### src/rtl/max_pool_layer.sv
// Streaming 1-D max pooling over NUM_INPUTS signed channels, window = stride = POOL_SIZE.
// Optional MAX_POOL_LAYER_FLUSH_EN adds max_pool_layer_flush to emit a partial window early.
module max_pool_layer #(
  parameter int DATA_WIDTH = 12,
  parameter int NUM_INPUTS = 5,
  parameter int POOL_SIZE  = 2
) (
  input  logic                  clk,
  input  logic                  rst,
`ifdef MAX_POOL_LAYER_FLUSH_EN
  input  logic                  max_pool_layer_flush,
`endif
  output logic                  max_pool_layer_ready_in,
  input  logic [NUM_INPUTS-1:0] max_pool_layer_valid_in,
  input  logic [DATA_WIDTH-1:0] max_pool_layer_data_in [0:NUM_INPUTS-1],
  input  logic                  max_pool_layer_ready_out,
  output logic [NUM_INPUTS-1:0] max_pool_layer_valid_out,
  output logic [DATA_WIDTH-1:0] max_pool_layer_data_out [0:NUM_INPUTS-1]
);

  localparam int CW = $clog2(POOL_SIZE);
  localparam logic [CW-1:0] LAST = CW'(POOL_SIZE - 1);

  logic [CW-1:0]         cnt_q, cnt_d;
  logic                  valid_q, valid_d;
  logic [DATA_WIDTH-1:0] max_q [0:NUM_INPUTS-1];
  logic [DATA_WIDTH-1:0] max_d [0:NUM_INPUTS-1];
  logic [DATA_WIDTH-1:0] out_q [0:NUM_INPUTS-1];
  logic [DATA_WIDTH-1:0] out_d [0:NUM_INPUTS-1];
  logic [DATA_WIDTH-1:0] win   [0:NUM_INPUTS-1];
  logic                  ready_in;
  logic                  accept;
  logic                  flush_w;
  logic                  done;

`ifdef MAX_POOL_LAYER_FLUSH_EN
  assign flush_w = max_pool_layer_flush;
`else
  assign flush_w = 1'b0;
`endif

  assign ready_in = !(valid_q && !max_pool_layer_ready_out);
  assign accept   = ready_in && (&max_pool_layer_valid_in);

  // A flush only fires when there is something in the window to emit.
  assign done = (accept && (cnt_q == LAST)) ||
                (flush_w && ready_in && ((cnt_q != '0) || accept));

  always_comb begin
    cnt_d   = cnt_q;
    valid_d = valid_q;
    for (int i = 0; i < NUM_INPUTS; i++) begin
      win[i]   = max_q[i];
      max_d[i] = max_q[i];
      out_d[i] = out_q[i];
    end
    for (int i = 0; i < NUM_INPUTS; i++) begin
      if (accept && ((cnt_q == '0) ||
          ($signed(max_pool_layer_data_in[i]) > $signed(max_q[i])))) begin
        win[i] = max_pool_layer_data_in[i];
      end
      if (accept) max_d[i] = win[i];
      if (done)   out_d[i] = win[i];
    end
    if (done)        cnt_d = '0;
    else if (accept) cnt_d = cnt_q + CW'(1);
    if (done)                                   valid_d = 1'b1;
    else if (valid_q && max_pool_layer_ready_out) valid_d = 1'b0;
  end

  always_ff @(posedge clk) begin
    if (rst) begin
      cnt_q   <= '0;
      valid_q <= 1'b0;
      for (int i = 0; i < NUM_INPUTS; i++) begin
        max_q[i] <= '0;
        out_q[i] <= '0;
      end
    end else begin
      cnt_q   <= cnt_d;
      valid_q <= valid_d;
      for (int i = 0; i < NUM_INPUTS; i++) begin
        max_q[i] <= max_d[i];
        out_q[i] <= out_d[i];
      end
    end
  end

  assign max_pool_layer_ready_in  = ready_in;
  assign max_pool_layer_valid_out = {NUM_INPUTS{valid_q}};
  assign max_pool_layer_data_out  = out_q;

endmodule

### config.mk
export PLATFORM = sky130hd
export DESIGN_NAME = max_pool_layer
export DESIGN_NICKNAME = d
export VERILOG_FILES = /design/src/rtl/max_pool_layer.sv
export SDC_FILE = /design/constraint.sdc
export NUM_CORES = 1
export LEC_CHECK = 0
export ABC_AREA = 1
export BUFFER_PORTS_ARGS = -buffer_cell sky130_fd_sc_hd__buf_2
export CORE_UTILIZATION = 35
export CTS_CLUSTER_DIAMETER = 200
export DETAILED_ROUTE_END_ITERATION = 7
export REMOVE_ABC_BUFFERS = 1
export SYNTH_ARGS = -nofsm -noshare
export SYNTH_HDL_FRONTEND = slang
export SYNTH_SLANG_ARGS = --single-unit
export TNS_END_PERCENT = 100
### constraint.sdc
create_clock -name clk -period 4.3 [get_ports clk]
set_input_delay 0.645 -clock clk [delete_from_list [all_inputs] [get_ports clk]]
set_output_delay 0.645 -clock clk [all_outputs]
set_load 0.02 [all_outputs]
=== Word-level counts from Yosys, hierarchy flattened ===
Memories as Yosys holds them, arrays and structs flattened.
Cells that the tools add are included.

* Memories: 1
* RAM bits: 60
* Register bits: 62
* Logic and storage cells: 59
* Output and inout port bits: 66
* Bits of input ports: 68

* Reductions and logical operators: 19
* Muxes and demuxes: 20
* Add/subtract/negate cells: 1
* Bitwise logic cells: 6
* Order comparisons: 5

{| class="wikitable"
|+ Memories
! memory !! depth !! bits a word !! rd ports !! clocked after Yosys merged registers in !! wr ports !! line !! source
|-
| max_q || 5 || 12 || 5 || 0 || 5 || 26 || <nowiki>logic [DATA_WIDTH-1:0] max_q [0:NUM_INPUTS-1];</nowiki>
|}

{| class="wikitable"
|+ Operator list
! kind !! number
|-
| 12-bit 2-to-1 mux || 15
|-
| 12-bit > comparator || 5
|-
| 1-bit logical AND || 9
|-
| 1-bit logical OR || 5
|-
| 1-bit 2-to-1 mux || 5
|-
| 1-bit bitwise OR || 5
|-
| 5-bit AND reduction || 1
|-
| 1-bit zero test || 2
|-
| 2-bit nonzero test || 1
|-
| 2-bit OR reduction || 1
|-
| 1-bit adder (second input constant) || 1
|-
| 1-bit NOT || 1
|}

=== Depth between registers and ports, before layout ===
* Word-level depth: 8
* Depth in mapped cells: 18
* Mapped depth without buffers: 17

=== Worst setup path after synthesis ===
OpenSTA, ideal clock, no wires.

* Kind: in2reg
* Start: input port max_pool_layer_data_in[11] in the netlist's numbering
* End: register out_q, in the netlist max_pool_layer_data_out[2]
* Stages on the path: 15
* Required time: 4.160 ns
* Buffers on the path: 1
* Library setup time: 0.140 ns
* Data arrival time: 1.986 ns
* Path slack: 2.174 ns
* Path through: ha_1 nand2_1 inv_2 nand2_2 nor2_2 nand2_1 nand3_1 nand2_1 nand2_1 nand2_1 nand2_2 buf_2 nand3_1 nand3_2 a21oi_2

* Cells in the longest elaborated chain, start to end: 4

{| class="wikitable"
|+ RTL lines
! what !! line !! source
|-
| start, declared || 15 || <nowiki>input logic [DATA_WIDTH-1:0] max_pool_layer_data_in [0:NUM_INPUTS-1],</nowiki>
|-
| 12-bit > comparator || 59 || <nowiki>($signed(max_pool_layer_data_in[i]) > $signed(max_q[i])))) begin</nowiki>
|-
| 1-bit logical OR || 58 || <nowiki>if (accept && ((cnt_q == '0) ||</nowiki>
|-
| 1-bit logical AND || 58 ||
|-
| 12-bit 2-to-1 mux || 58 ||
|-
| end signal, assigned by index || 84 || <nowiki>out_q[i] <= out_d[i];</nowiki>
|-
| end, declared || 28 || <nowiki>logic [DATA_WIDTH-1:0] out_q [0:NUM_INPUTS-1];</nowiki>
|}

Every way passes these cells.
A chain may end at the register's enable or synchronous reset.

=== Worst setup path after layout ===
* Start: register valid_q
* End: register out_q, in the netlist max_pool_layer_data_out[37]

* Cells in the longest elaborated chain, start to end: 5
* Elaborated cells on any way between the ends: 6
* Classes of those cells: mux: 1; reduce/logical: 5

{| class="wikitable"
|+ RTL lines
! what !! line !! source
|-
| start, declared || 25 || <nowiki>logic valid_q, valid_d;</nowiki>
|-
| start signal, assigned || 81 || <nowiki>valid_q <= valid_d;</nowiki>
|-
| 1-bit logical AND * || 42 || <nowiki>assign ready_in = !(valid_q && !max_pool_layer_ready_out);</nowiki>
|-
| 1-bit zero test * || 42 ||
|-
| 1-bit logical AND * || 43 || <nowiki>assign accept = ready_in && (&max_pool_layer_valid_in);</nowiki>
|-
| 1-bit logical AND || 58 ||
|-
| 12-bit 2-to-1 mux || 58 ||
|}

Mark *: on every way between the ends. The rest lies on a longest branch, timed or not.

==> metrics.md <==
| Metric | Value |
|---|---|
| CTS tree | `built` |
| Worst Setup End Kind | `flip-flop` |
| R2r setup slk | `1.83 ns` |
| Routed vias | `5982` |
| PostCTS Resize Cnt | `0` |
| WP data required | `4.63 ns` |
| Worst slew margin | `36.68%` |
| DRT antenna net count | `0` |
| Met2 Routed Length | `7378 µm` |
| Post-Syn Area | `7178 µm²` |
| CP max stage delay | `0.81 ns` |
| Chip width | `145.2 µm` |
| Post-synth cell types | `26` |
| Yosys Warn Count | `0` |
| Reg-to-reg startpoint | `valid_q` |
| Multi-input gate area | `approximately 4000 µm²` |
| Final Max Tran Viols | `0` |
| DP HPWL | `11130 µm` |
| Worst-margin pin slew | `0.9498 ns` |
| Status | `finished, violations left` |
| First-pass GRT wire length | `~28000 µm` |
| R2R depth | `8` |
| Metal-1 WL | `8377 µm` |
| Core Box Area | `20170 µm²` |
| H-tree Lvls | `4` |
| Mean area per synthesized cell | `7.710 µm²` |
| Worst-skew pair later-pin latency | `around 0.42 ns` |
| DRC Markers | `2` |
| Gpl congestion | `0.7350` |
| Vias per cell | `4.515` |
| Critical path's top delay family | `simple AND/OR/NAND/NOR gates` |
| Fraction of layout cells with a size suffix above 1 | `30.65%` |
| Io pins | `134` |
| Hold WS | `0.4583 ns` |
| Cell Rows | `52` |
| Worst-case clock skew | `0.01801 ns` |
| Final hold viol count | `0` |
| DR pass1 iterations | `8` |
| CP Launch Point | `valid_q` |
| Initial Utilization | `35.59%` |
| P per Cell Area | `337.5 nW/µm²` |
| Final non-filler cell total | `1325` |
| Critical path depth in cells | `8` |
| Max Fclk | `just over 400 MHz` |
| Max FO, Critical Path | `65` |
| Min-delay src | `max_pool_layer_data_out[13]` |
| Worst hold path class | `reg2reg` |
| Clock Tree Buf Depth | `2` |
| Largest net degree at the start of global routing | `75` |
| Slowest CP cell | `buf_4` |
| WL final | `16560 µm` |
| Top Layer Used | `met4` |
| R2r endpoint | `max_pool_layer_data_out[37]` |
| CTS Root Cell | `clkbuf_16` |
| MaxCap Viol Count | `0` |
| Final period utilization | `~57%` |
| Post-CTS Setup Inserts | `0` |
| Total power | `2.875 mW` |
| Clk slew on worst S/H paths | `roughly 0.06 ns` |
| FF+latch count, synth | `122` |
| # fillers | `2088` |
| Failing checks | `design-rule violations` |
| Wirelength per Cell | `~12 µm` |
| Area grow syn2layout | `18.70%` |
| Worst-path cell chain | `nand2_2 > nand3_2 > nor4_4 > buf_4 > nand2_2 > nand2_1 > nand3_1 > a21oi_1` |
| Placed cells | `1292` |
| GRT Total Usage | `16.43%` |
| Nets@finish | `roughly 1.2k` |
| Final setup violation count | `0` |
| Most frequent cells in the layout | `nand2_1, buf_2, dfxtp_1` |
| Seq/Total Area, Yosys | `34.02%` |
| Die height | `approximately 150 µm` |
| Critical path's most frequent cell | `nand2_2` |
| Final critical-path required period | `2.469 ns` |
| Commonest non-fill, non-tap cell in the layout | `nand2_1` |
| Hold path cells | `2` |
| Buf/Inv on CP | `1` |
| RSZ-0062 raised after global routing | `no` |
| Metal3 WL | `597 µm` |
| Initial antenna violation count | `1` |
| Die area | `21090 µm²` |
| Syn Inst Count | `approximately 930` |
| Worst path arrival time | `between 2 and 3 ns` |
| WHS Endpoint | `max_pool_layer_data_out[13]` |
| Hold-fix buffers at CTS | `0` |
| Drt initial violations | `181` |
| Total CTS buffers | `17` |
| Crit start category | `flip-flop` |
| Vias in the first global route | `5549` |
| Peak supply drop | `0.0002506 V` |
| Total area of sequential cells | `2442 µm²` |
| I/O Buffers | `133` |
| Leakage | `3.836 nW` |
| Clock tree sinks | `122` |
| Crit Path Class | `reg2reg` |
| Grt total ovfl | `0` |
## cells by family after synthesis
group                      Yosys count  synth area share, %
AOI/OAI and AO/OA                   82                7.460
adders and majority gates           60                10.46
buffers and inverters              171                10.79
DFF                                122                34.02
and+or+nand+nor                    496                37.27
## cell type report
class | count | area share [%]
Multi-Input combinational cell | 638 | 46.49
Sequential cell | 122 | 28.66
Timing Repair Buffer | 138 | 8.282
Inverter | 124 | 5.463
Clock buffer | 21 | 5.404
Tap cell | 270 | 3.965
Clock inverter | 11 | 1.703
Antenna cell | 1 | 0.02937
## metal layers
metal,GRT usage [%],vias up
met5,0,-
li1,-,3175
met2,26.08,100
met3,3.553,16
met4,5.737,0
met1,21.91,2691
## cell usage after synthesis
cell      count  area, µm²
nand2_2      49      306.5
nor4_4        1      21.27
buf_12        1      20.02
nand3_2      35      350.3
nand3b_1     26      195.2
dfxtp_1     122       2442
inv_2         4      15.01
nand3b_2     18      202.7
nand3_1      51      255.2
inv_1       120      450.4
nor2_1       72      270.3
and2_4        1      8.760
nand2_4      14      157.7
clkbuf_1     19      71.32
a21o_1        5      37.54
and2_1        3      18.77
nor2_4        1      11.26
nand4_1      11      68.82
a21oi_2      30      262.8
nand2_1     212      795.8
buf_6         8      90.09
ha_1         60      750.7
buf_4        13      97.59
a21oi_1      47      235.2
buf_2         6      30.03
nor2_2        2      12.51
## worst reg2reg max path, stage by stage (launching register included)
cell     delay, ns
dfxtp_1       0.34
nand2_2       0.10
nand3_2       0.08
nor4_4        0.19
buf_4         0.81
nand2_2       0.45
nand2_1       0.19
nand3_1       0.08
a21oi_1       0.14
## sequential cells by signal (all words and copies together), names as in the netlist
| register | flops |
|---|---|
| valid_q | 1 |
| max_pool_layer_data_out | 60 |
| max_q | 60 |
| cnt_q | 1 |
## how the worst max path moves through the flow
| stage | end | slack [ns] |
|---|---|---|
| 6_report | max_pool_layer_data_out[37] | 1.83 |
| 5_1_grt | max_pool_layer_data_out[24] | 1.58 |
| 4_1_cts | max_pool_layer_data_out[37] | 1.80 |
| 3_5_place_dp | max_pool_layer_data_out[37] | 1.42 |
| 3_3_place_gp | max_pool_layer_data_out[36] | 1.47 |
| 2_1_floorplan | max_pool_layer_data_out[10] | -1.15 |
## metrics by stage
stage	TNS [ns]	instance area, µm²	utilization [%]	setup WS, ns
after floorplan	-67.21	6869	-	-1.148
after CTS	0	8518	42.23	1.798
after global placement	0	7913	39.23	1.471
final	0	8521	42.25	1.831
after global routing	0	8518	42.23	1.577
after detailed placement	0	7913	39.23	1.417
## report_power, final
part / internal, mW / switching (mW)
Sequential: 1.14 / 0.00431
Clock: 0.940 / 0.534
Combinational: 0.103 / 0.151
Total: 2.19 / 0.688
Note: power is estimated with default switching activity, not from simulation.
